### src/rtl/timer_pkg.sv
// Shared definitions for the stopwatch control slice.
//   state_t        : FSM state encoding (IDLE/RUN/PAUSE/OVER)
//   DEF_CLK_FREQ   : default clock cycles per count tick (1 s at 50 MHz)
//   DEF_DEB_CYCLES : default key debounce length (20 ms at 50 MHz)
//   KEY_*          : bit positions of the keys in the debounced press vector
package timer_pkg;

    typedef enum logic [1:0] {
        ST_IDLE  = 2'b00,
        ST_RUN   = 2'b01,
        ST_PAUSE = 2'b10,
        ST_OVER  = 2'b11
    } state_t;

    localparam int DEF_CLK_FREQ   = 50_000_000;
    localparam int DEF_DEB_CYCLES = 1_000_000;

    localparam int NUM_KEYS = 3;
    localparam int KEY_SP   = 0;
    localparam int KEY_CLR  = 1;
    localparam int KEY_RST  = 2;

endpackage

### src/rtl/key_debounce.sv
// One raw active-low key: 2-FF synchronizer, debouncer and press detector.
//   clk   : system clock
//   reset : synchronous, active-low
//   key_n : raw key level, asynchronous, low = pressed
//   press : one-cycle pulse per accepted high-to-low transition
module key_debounce
    import timer_pkg::*;
#(
    parameter int DEB_CYCLES = DEF_DEB_CYCLES
) (
    input  logic clk,
    input  logic reset,
    input  logic key_n,
    output logic press
);

    localparam int DW = (DEB_CYCLES > 1) ? $clog2(DEB_CYCLES) : 1;
    localparam logic [DW-1:0] DEB_LAST = DW'(DEB_CYCLES - 1);

    logic          sync1_reg;
    logic          sync2_reg;
    logic          level_reg;
    logic [DW-1:0] cnt_reg;
    logic [1:0]    prime_reg;
    logic          armed_reg;
    logic          press_reg;

    // prime_reg marks when sync2_reg holds a real sample rather than the
    // value loaded by reset. A press is only reported once the key has been
    // seen released after reset, so a key held through reset stays silent.
    always_ff @(posedge clk) begin
        if (!reset) begin
            sync1_reg <= 1'b1;
            sync2_reg <= 1'b1;
            level_reg <= 1'b1;
            cnt_reg   <= '0;
            prime_reg <= '0;
            armed_reg <= 1'b0;
            press_reg <= 1'b0;
        end else begin
            sync1_reg <= key_n;
            sync2_reg <= sync1_reg;
            prime_reg <= {prime_reg[0], 1'b1};
            press_reg <= 1'b0;
            if (prime_reg[1] && sync2_reg && level_reg) begin
                armed_reg <= 1'b1;
            end
            // Count consecutive samples that disagree with the accepted
            // level; any agreeing sample restarts the count.
            if (sync2_reg != level_reg) begin
                if (cnt_reg == DEB_LAST) begin
                    level_reg <= sync2_reg;
                    cnt_reg   <= '0;
                    press_reg <= level_reg & armed_reg;
                end else begin
                    cnt_reg <= cnt_reg + DW'(1);
                end
            end else begin
                cnt_reg <= '0;
            end
        end
    end

    assign press = press_reg;

endmodule

### src/rtl/stopwatch_ctrl.sv
// Stopwatch control: debounced keys, 1-tick prescaler and run/pause/overflow FSM.
//   clk       : system clock
//   reset     : synchronous, active-low
//   en        : global enable, low freezes prescaler, state and flags
//   key_sp_n  : raw start/pause key (active-low)
//   key_clr_n : raw clear key (active-low)
//   key_rst_n : raw reset key (active-low)
//   cnt_max   : external counter is at its maximum
//   cnt_inc   : one-cycle increment pulse to the counter
//   cnt_clr   : one-cycle clear pulse to the counter
//   run_flag  : high while in RUN
//   over_flag : overflow LED, toggles each tick in OVER
//   state     : current FSM state
module stopwatch_ctrl
    import timer_pkg::*;
#(
    parameter int CLK_FREQ   = DEF_CLK_FREQ,
    parameter int DEB_CYCLES = DEF_DEB_CYCLES
) (
    input  logic       clk,
    input  logic       reset,
    input  logic       en,
    input  logic       key_sp_n,
    input  logic       key_clr_n,
    input  logic       key_rst_n,
    input  logic       cnt_max,
    output logic       cnt_inc,
    output logic       cnt_clr,
    output logic       run_flag,
    output logic       over_flag,
    output logic [1:0] state
);

    localparam int PW = (CLK_FREQ > 1) ? $clog2(CLK_FREQ) : 1;
    localparam logic [PW-1:0] PRESC_LAST = PW'(CLK_FREQ - 1);

    logic [NUM_KEYS-1:0] key_n_vec;
    logic [NUM_KEYS-1:0] press;

    assign key_n_vec[KEY_SP]  = key_sp_n;
    assign key_n_vec[KEY_CLR] = key_clr_n;
    assign key_n_vec[KEY_RST] = key_rst_n;

    genvar gi;
    generate
        for (gi = 0; gi < NUM_KEYS; gi++) begin : g_key
            key_debounce #(
                .DEB_CYCLES(DEB_CYCLES)
            ) u_key (
                .clk   (clk),
                .reset (reset),
                .key_n (key_n_vec[gi]),
                .press (press[gi])
            );
        end
    endgenerate

    state_t        state_reg;
    state_t        state_next;
    logic          over_reg;
    logic          over_next;
    logic          run_reg;
    logic [PW-1:0] presc_reg;
    logic          counting;
    logic          tick;
    logic          rst_ev;
    logic          clr_ev;
    logic          sp_ev;
    logic          tick_ev;

    assign counting = (state_reg == ST_RUN) || (state_reg == ST_OVER);
    assign tick     = counting && (presc_reg == PRESC_LAST);

    // One event per cycle: the highest-priority one wins, the rest are dropped.
    assign rst_ev  = en & press[KEY_RST];
    assign clr_ev  = en & press[KEY_CLR] & ~press[KEY_RST];
    assign sp_ev   = en & press[KEY_SP] & ~press[KEY_CLR] & ~press[KEY_RST];
    assign tick_ev = en & tick & ~(|press);

    // Prescaler only advances in RUN/OVER; held at zero otherwise so the
    // first tick after entering RUN takes a full CLK_FREQ cycles.
    always_ff @(posedge clk) begin
        if (!reset) begin
            presc_reg <= '0;
        end else if (en) begin
            if (!counting) begin
                presc_reg <= '0;
            end else if (presc_reg == PRESC_LAST) begin
                presc_reg <= '0;
            end else begin
                presc_reg <= presc_reg + PW'(1);
            end
        end
    end

    always_ff @(posedge clk) begin
        if (!reset) begin
            state_reg <= ST_IDLE;
            over_reg  <= 1'b0;
            run_reg   <= 1'b0;
        end else begin
            state_reg <= state_next;
            over_reg  <= over_next;
            run_reg   <= (state_next == ST_RUN);
        end
    end

    always_comb begin
        state_next = state_reg;
        over_next  = over_reg;
        if (rst_ev) begin
            state_next = ST_IDLE;
            over_next  = 1'b0;
        end else if (clr_ev) begin
            // counter clear only; state and flags untouched
            state_next = state_reg;
        end else if (sp_ev) begin
            case (state_reg)
                ST_IDLE, ST_PAUSE: state_next = ST_RUN;
                ST_RUN:            state_next = ST_PAUSE;
                default:           state_next = state_reg;
            endcase
        end else if (tick_ev) begin
            case (state_reg)
                ST_RUN: begin
                    if (cnt_max) begin
                        state_next = ST_OVER;
                        over_next  = 1'b1;
                    end
                end
                ST_OVER: over_next = ~over_reg;
                default: over_next = over_reg;
            endcase
        end
    end

    always_comb begin
        cnt_inc = (state_reg == ST_RUN) && tick_ev && !cnt_max;
        cnt_clr = rst_ev || clr_ev || ((state_reg == ST_RUN) && tick_ev && cnt_max);
    end

    assign run_flag  = run_reg;
    assign over_flag = over_reg;
    assign state     = state_reg;

endmodule

### config.mk
export PLATFORM = sky130hd
export DESIGN_NAME = stopwatch_ctrl
export DESIGN_NICKNAME = d
export VERILOG_FILES = /design/src/rtl/timer_pkg.sv /design/src/rtl/key_debounce.sv /design/src/rtl/stopwatch_ctrl.sv
export SDC_FILE = /design/constraint.sdc
export NUM_CORES = 1
export LEC_CHECK = 0
export BUFFER_PORTS_ARGS = -buffer_cell sky130_fd_sc_hd__buf_2
export CAP_MARGIN = 0
export CORE_ASPECT_RATIO = 0.75
export CORE_MARGIN = 5
export CORE_UTILIZATION = 56
export CTS_BUF_LIST = sky130_fd_sc_hd__clkbuf_8
export DETAILED_ROUTE_END_ITERATION = 10
export PLACE_DENSITY_LB_ADDON = 0.15
export REMOVE_ABC_BUFFERS = 1
export SETUP_SLACK_MARGIN = 0.15
export SYNTH_ARGS = -nofsm -noshare
export SYNTH_HDL_FRONTEND = slang
export SYNTH_SLANG_ARGS = --single-unit
export TNS_END_PERCENT = 30
### constraint.sdc
create_clock -name clk -period 1.84 [get_ports clk]
set_input_delay 0.276 -clock clk [delete_from_list [all_inputs] [get_ports clk]]
set_output_delay 0.276 -clock clk [all_outputs]
set_load 0.02 [all_outputs]
* Yosys cells after proc, flatten, opt, wreduce, memory -nomap -nowiden *
Cells that the tools add are included.

operators by class
  $add $sub $neg = 4
  eq/ne operators = 12
  muxes and demuxes = 14
  bitwise logic cells = 21
  reductions and logical operators = 29

operators by type and width
  cell                                                             count
  20-bit by 1-bit adder with 20-bit output, second input constant  3
  20-bit == test, second input constant                            3
  26-bit 2-to-1 mux                                                2
  26-bit by 1-bit adder with 26-bit output, second input constant  1
  26-bit == test, second input constant                            1
  2-bit 2-to-1 mux                                                 6
  3-bit OR reduction                                               4
  1-bit AND                                                        11
  1-bit logical AND                                                10
  1-bit NOT                                                        10
  3-bit AND reduction                                              3
  2-bit AND reduction                                              3
  5-bit AND reduction                                              1
  2-bit by 1-bit == test with 1-bit output, second input constant  2
  2-bit == test, second input constant                             2
  1-bit 2-to-1 mux                                                 4
  2-bit one-hot mux with 2 select lines                            1
  2-bit OR reduction                                               2
  1-bit logical OR                                                 3
  1-bit inequality test                                            3
  2-bit logical NOT                                                1
  2-bit inequality test, second input constant                     1
  1-bit one-hot mux with 2 select lines                            1
  2-bit nonzero test                                               1
  1-bit logical NOT                                                1

storage, ports and cells
  flip-flop bits (word level) = 111
  input port bits = 7
  output and inout bits = 6
  word-level logic and storage cells = 108

* Logic depth before layout (Yosys ltp) *
Gate-level depths: netlist of run 1.

  depth after elaboration = 10
  depth in mapped cells = 7
  mapped depth without buffers = 6

* Cells and area by module *
Synthesis of run 1 repeated with hierarchy kept, for this count alone.

unflattened totals
  cell total of the unflattened synthesis = 560
  area total of the unflattened synthesis = 5077.4 µm²

by module, submodules not included
  module          instances  cells an instance  area an instance (µm²)
  key_debounce    3          123                1167.4
  stopwatch_ctrl  1          191                1575.3

* Worst setup path after synthesis of run 1 *
Ideal clock, no wire load.

  path kind = register -> output
  start = register presc_reg[7]
  end = output cnt_inc
  arrival = 1.792 ns
  data required time = 1.564 ns
  path slack = -0.228 ns
  cell stages (with the launch flop) = 5
  buffers on the path = 0
  path through = dfxtp_1 > or4_4 > nor4_4 > nand3_2 > nor3_1

between the ends
  longest elaborated chain between the ends = 6

ends and longest elaborated chain
  element                          line                   RTL
  start: declaration               stopwatch_ctrl.sv:63   logic [PW-1:0] presc_reg;
  start signal: assignment         stopwatch_ctrl.sv:91   presc_reg <= presc_reg + PW'(1);
  26-bit == test                   stopwatch_ctrl.sv:72   assign tick = counting && (presc_reg == PRESC_LAST);
  1-bit logical AND                stopwatch_ctrl.sv:72
  1-bit AND (2 in series)          stopwatch_ctrl.sv:78   assign tick_ev = en & tick & ~(|press);
  1-bit logical AND (2 in series)  stopwatch_ctrl.sv:138  cnt_inc = (state_reg == ST_RUN) && tick_ev && !cnt_max;
  end: declaration                 stopwatch_ctrl.sv:27   output logic cnt_inc,

No other way between the ends.

* Final worst setup path of run 1 *
  start = register presc_reg[7]
  end = output cnt_clr

between the ends
  longest elaborated chain between the ends = 7

ends and longest elaborated chain
  element                          line                   RTL
  26-bit == test                   stopwatch_ctrl.sv:72
  1-bit logical AND                stopwatch_ctrl.sv:72
  1-bit AND (2 in series)          stopwatch_ctrl.sv:78
  1-bit logical AND (2 in series)  stopwatch_ctrl.sv:139  cnt_clr = rst_ev || clr_ev || ((state_reg == ST_RUN) && tick_ev && cnt_max);
  1-bit logical OR                 stopwatch_ctrl.sv:139
  end: declaration                 stopwatch_ctrl.sv:28   output logic cnt_clr,

No other way between the ends.

==> results of run 1 <==
==> layer usage <==
| layer | routed length [µm] | part of all wire | track usage | vias to the layer above |
|---|---|---|---|---|
| met1 | 4220 | 0.50 | 0.239 | 1659 |
| met5 | 0 | 0 | 0 | - |
| li1 | - | - | - | 1844 |
| met4 | 97 | 0.011 | 0.0618 | 0 |
| met2 | 3780 | 0.45 | 0.279 | 68 |
| met3 | 397 | 0.047 | 0.0622 | 11 |
==> per-stage QoR <==
step                      TNS [ns]  hold WS [ns]  instance area (µm²)
final                        -1.19        0.0748                 5340
after global placement       -1.02         0.389                 5010
after CTS                    -1.63        0.0510                 5280
after detailed placement     -2.24         0.394                 5010
after floorplan              -6.98         0.304                 4540
after global routing         -4.61        0.0352                 5340
==> power by group through the flow <==
stage | clock network, mW | registers (mW) | logic, mW
after detailed placement | 0 | 2.39 | 0.0739
after global placement | 0 | 2.39 | 0.0731
final | 1.48 | 2.34 | 0.0766
after floorplan | 0 | 2.39 | 0.0332
after CTS | 1.54 | 2.34 | 0.0758
after global routing | 1.64 | 2.34 | 0.0840
==> final timing paths <==
kind                         endpoint  slack, ns                     start
max                           cnt_clr      -0.50              presc_reg[7]
min          g_key[1].u_key.sync1_reg       0.07                 key_clr_n
max reg2reg                  state[1]      -0.05              presc_reg[7]
min reg2reg  g_key[1].u_key.sync2_reg       0.42  g_key[1].u_key.sync1_reg
==> cell usage after synthesis (2+ instances only) <==
cell / n
nand4b_1: 2
xnor2_1: 24
clkbuf_1: 12
nor3_1: 5
nand3_1: 31
o21ai_0: 5
inv_1: 9
mux2i_1: 3
nand3b_1: 3
nor2_1: 101
dfxtp_1: 107
and4_1: 7
and4b_1: 2
a21boi_0: 2
and2_1: 9
and3_1: 15
or3_1: 2
and3_2: 2
a21oi_1: 5
ha_1: 4
nand2b_1: 7
xor2_1: 53
buf_4: 4
nor4b_1: 6
nor4_1: 6
a31oi_1: 4
nand2_1: 39
nor2b_1: 6
nand4_1: 27
==> timing repair <==
action / in CTS / in global routing
buffers inserted: 2 / 0
endpoints found under the hold margin: 0 / 0
pin swaps: 15 / 9
cloned: 0 / 0
resized for setup: 16 / 13
endpoints found under the setup margin: 53 / 94
==> worst max-delay path, cell delays in order, from the launching register on <==
cell and delay (ns):
dfxtp_2 0.33, or4_4 0.53, nor4_4 0.34, nand4_1 0.19, o22ai_2 0.15, buf_6 0.14
==> cells by family (layout without fill, tap and decap cells) <==
group,count (synthesis),count (layout),share of synthesized area
simple gates,280,280,0.314
flops,107,107,0.463
xor+xnor,77,77,0.146
buf+inv,26,69,0.0260
compound gates,23,23,0.0341
fa+ha+maj,4,4,0.0108
mux,3,3,0.00649
==> cell type report <==
type | count | area [µm²]
Inverter | 9 | 33.8
Tap cell | 105 | 131
Fill cell | 664 | 2650
Sequential cell | 107 | 2150
Multi-Input combinational cell | 387 | 2460
Timing Repair Buffer | 44 | 359
Clock buffer | 10 | 138
Clock inverter | 6 | 71.3
==> results.cfg, run 1 <==
[outcome]
status = finished, violations left
failed_checks = negative setup slack

[synth]
yosysWarnings = 0
ys.flop_type = dfxtp_1
netlist_area_um2 = 4630
syn_avg_cell_area_um2 = 8.90
synth_top_area_cell = dfxtp_1
synth_edf_count = 0
yosysTopAreaCellShare = 0.463
synthCells = 520
async_flop_share = 0
synthDistinctLibCells = 47
synth-seq-cells = 107
yosysSeqAreaShare = 0.463
yosys-top-cells-area = dfxtp_1, xor2_1, nor2_1

[power_and_ir_drop]
p_clk_frac = 0.381
powerDensity_nw_per_um2 = 730
p_seq_frac = 0.600
p_int_mw = 3.04
comb_power_share = 0.020
peakVddDrop_mv = 0.625
p_total_mw = 3.90
cellLeakagePower_nw = 1.87
p_switching_uw = 860
p_sw_frac = 0.221

[place]
io_buffers = 12
dp_slack_ns = -0.142
post-place-cells = 650
place_hpwl_mm = 5.87
finalWeightedCongestion = 0.813

[routing]
routed_via_density = 5.36
wirelength_mm = 8.49
wl_per_cell_um = 12.7
drt_iter0_markers = 229
drt.antenna.violating_nets = 0
vias = 3582
drc_errors = 0
first_pass_iters = 4

[grt]
grt_max_degree = 26
grt_pass1_vias = 3384
antenna_found_initial = 0
grtUsageTotal = 0.181
grt-ovfl-total = 0
grt_pass1_wl_mm = 14.9

[layout]
antenna_cells = 0
final_common_cell = dfxtp_1
final_cell_mix = dfxtp_1, nor2_1, xor2_1, nand2_1, nand3_1
drive_gt1_frac = 0.165
area_growth_syn_to_layout_pct = 15.4
largest_reg_flops = 60
fin_cells = 668
fin_util = 0.669
nets = 569

[timing]
slew_headroom = 0.700
max_clock_freq_mhz = 428
finalHoldViolCount = 0
layout_min_cycle_time_ns = 2.34
setup_viol = 24
clock_skew_ns = 0.0101
tightest_slew_ns = 0.450
timing.final.crit_share = 1.27
setup_ws_ns = -0.498
drv_slew = 0
rsz0062_at_grt = yes

[worst_setup_path]
cp-start-kind = flop
crit_fanout = 3
rr_worst_depth = 6
worst_setup_path_end_kind = primary output
cp.arrival_ns = 2.06
crit_required_ns = 1.56
crit_type = flop to primary output

[clock_network]
cts_hold_buf = 0
clk_pin_slew_ns = 0.10
htree_levels = 3
cts.path.max_buffers = 2
cts_tree = done
root_buffer = clkbuf_8
cts_sinks = 107
clk_latency_ns = 0.37
numCtsBuffers = 9

[floorplanning]
start_util = 0.579
core_area_um2 = 7990
io_pins = 13
chipHeight_um = 88.7
die_area_um2 = 10200
rows = 28
die-width_um = 115

[worst_hold_path]
hold_class = input port to flop
whs_path_depth = 2

[job]
drv_cap = 0
Power figures use the tool's default switching activity.
==> run 2: changes to the inputs <==
--- a/config.mk
+++ b/config.mk
@@ -8,7 +8,7 @@
 export BUFFER_PORTS_ARGS = -buffer_cell sky130_fd_sc_hd__buf_2
 export CAP_MARGIN = 0
 export CORE_ASPECT_RATIO = 0.75
-export CORE_MARGIN = 5
+export CORE_MARGIN = 4
 export CORE_UTILIZATION = 56
 export CTS_BUF_LIST = sky130_fd_sc_hd__clkbuf_8
 export DETAILED_ROUTE_END_ITERATION = 10
==> results.cfg, run 2 (synthesis results as in run 1) <==
[timing]
timing.final.crit_share = 1.25
finalHoldViolCount = 0
slew_headroom = 0.690
whs_ns = 0.0737
drv_slew = 0
clock_skew_ns = 0.0147
layout_min_cycle_time_ns = 2.31
setup_ws_ns = -0.469
finalSetupTns_ns = -5.99
rsz0062_at_grt = yes
max_clock_freq_mhz = 433
setup_viol = 51
tightest_slew_ns = 0.465

[place]
io_buffers = 12
finalWeightedCongestion = 0.808
post-place-cells = 648
place_area_um2 = 4990
place_hpwl_mm = 5.59
dp_slack_ns = -0.132

[clock_network]
cts_tree = done
cts_hold_buf = 0
cts.path.max_buffers = 2
clk_latency_ns = 0.38
numCtsBuffers = 9
cts_sinks = 107
root_buffer = clkbuf_8
htree_levels = 3
clk_pin_slew_ns = 0.09

[floorplanning]
start_util = 0.582
core_area_um2 = 7950
die_area_um2 = 9800
rows = 28
die-width_um = 113
chipHeight_um = 86.7
io_pins = 13

[layout]
stdcell_area_um2 = 5520
final_cell_mix = dfxtp_1, nor2_1, xor2_1, nand2_1, nand3_1
antenna_cells = 0
area_growth_syn_to_layout_pct = 19.4
drive_gt1_frac = 0.200
largest_reg_flops = 60
fin_util = 0.695
final_common_cell = dfxtp_1
fin_cells = 676
nets = 577

[worst_setup_path]
crit_required_ns = 1.56
cp-start-kind = flop
ff2ff_setup_slack_ns = -0.25
crit_fanout = 3
crit_type = flop to primary output
max_stage_delay_ns = 0.54
worst_setup_path_end_kind = primary output
path_cells = or4_4 > nor4_4 > nand4_1 > o22ai_1 > buf_4
crit_path_top_delay_cell = or4_4
cp.arrival_ns = 2.03

[power_and_ir_drop]
powerDensity_nw_per_um2 = 704
p_total_mw = 3.89
peakVddDrop_mv = 0.812
cellLeakagePower_nw = 1.96

[grt]
grtUsageTotal = 0.184
grt-ovfl-total = 0
grt_pass1_vias = 3312
antenna_found_initial = 0
grt_pass1_wl_mm = 14.8
grt_max_degree = 26

[routing]
wirelength_mm = 8.88
drc_errors = 0
drt_iter0_markers = 187
first_pass_iters = 4
wl_per_cell_um = 13.1
routed_via_density = 5.30
drt.antenna.violating_nets = 0
vias = 3581

[job]
drv_cap = 0

[outcome]
failed_checks = negative setup slack
status = finished, violations left

[worst_hold_path]
hold_class = input port to flop
-- run 2: repair_timing --
action                                  4_1_cts  5_1_grt
cloned                                        3        0
endpoints found under the hold margin         0        0
setup buffers                                 8        1
pin swaps                                    16       15
gates resized for setup                      19       37
endpoints found under the setup margin       53       93
-- run 2: critical path: cells and delay by family (launching register included) --
kind                   cells  cell delay (ns)
buffers and inverters      1             0.17
DFF                        1             0.33
and+or+nand+nor            3             1.02
AOI/OAI and AO/OA          1             0.16
-- run 2: cell type report --
| class | count | area (µm²) |
|---|---|---|
| Inverter | 9 | 33.8 |
| Fill cell | 631 | 2430 |
| Clock inverter | 5 | 51.3 |
| Tap cell | 105 | 131 |
| Timing Repair Buffer | 52 | 498 |
| Sequential cell | 107 | 2150 |
| Clock buffer | 11 | 151 |
| Multi-Input combinational cell | 387 | 2500 |
-- run 2: final timing paths --
path / from / endpoint / cells after the start
worst max register to register: g_key[0].u_key.cnt_reg[6] / g_key[0].u_key.cnt_reg[8] / 8
worst min register to register: g_key[0].u_key.sync1_reg / g_key[0].u_key.sync2_reg / 1
worst max-delay path: presc_reg[10] / cnt_clr / 5
worst min-delay path: key_clr_n / g_key[1].u_key.sync1_reg / 2
-- run 2: power by group --
group / switching [mW] / leakage (nW) / internal (mW)
sequential: 0.00878 / 0.870 / 2.33
clock: 0.760 / 0.112 / 0.697
combinational: 0.0507 / 0.977 / 0.0425
total: 0.819 / 1.96 / 3.07
-- run 2: per-layer routing --
layer | routed length, µm | share of wire | GRT usage | vias up
li1 | - | - | - | 1861
met1 | 4450 | 0.50 | 0.253 | 1655
met2 | 3970 | 0.45 | 0.284 | 57
met3 | 395 | 0.044 | 0.0530 | 8
met4 | 67 | 0.0075 | 0.0491 | 0
met5 | 0 | 0 | 0 | -
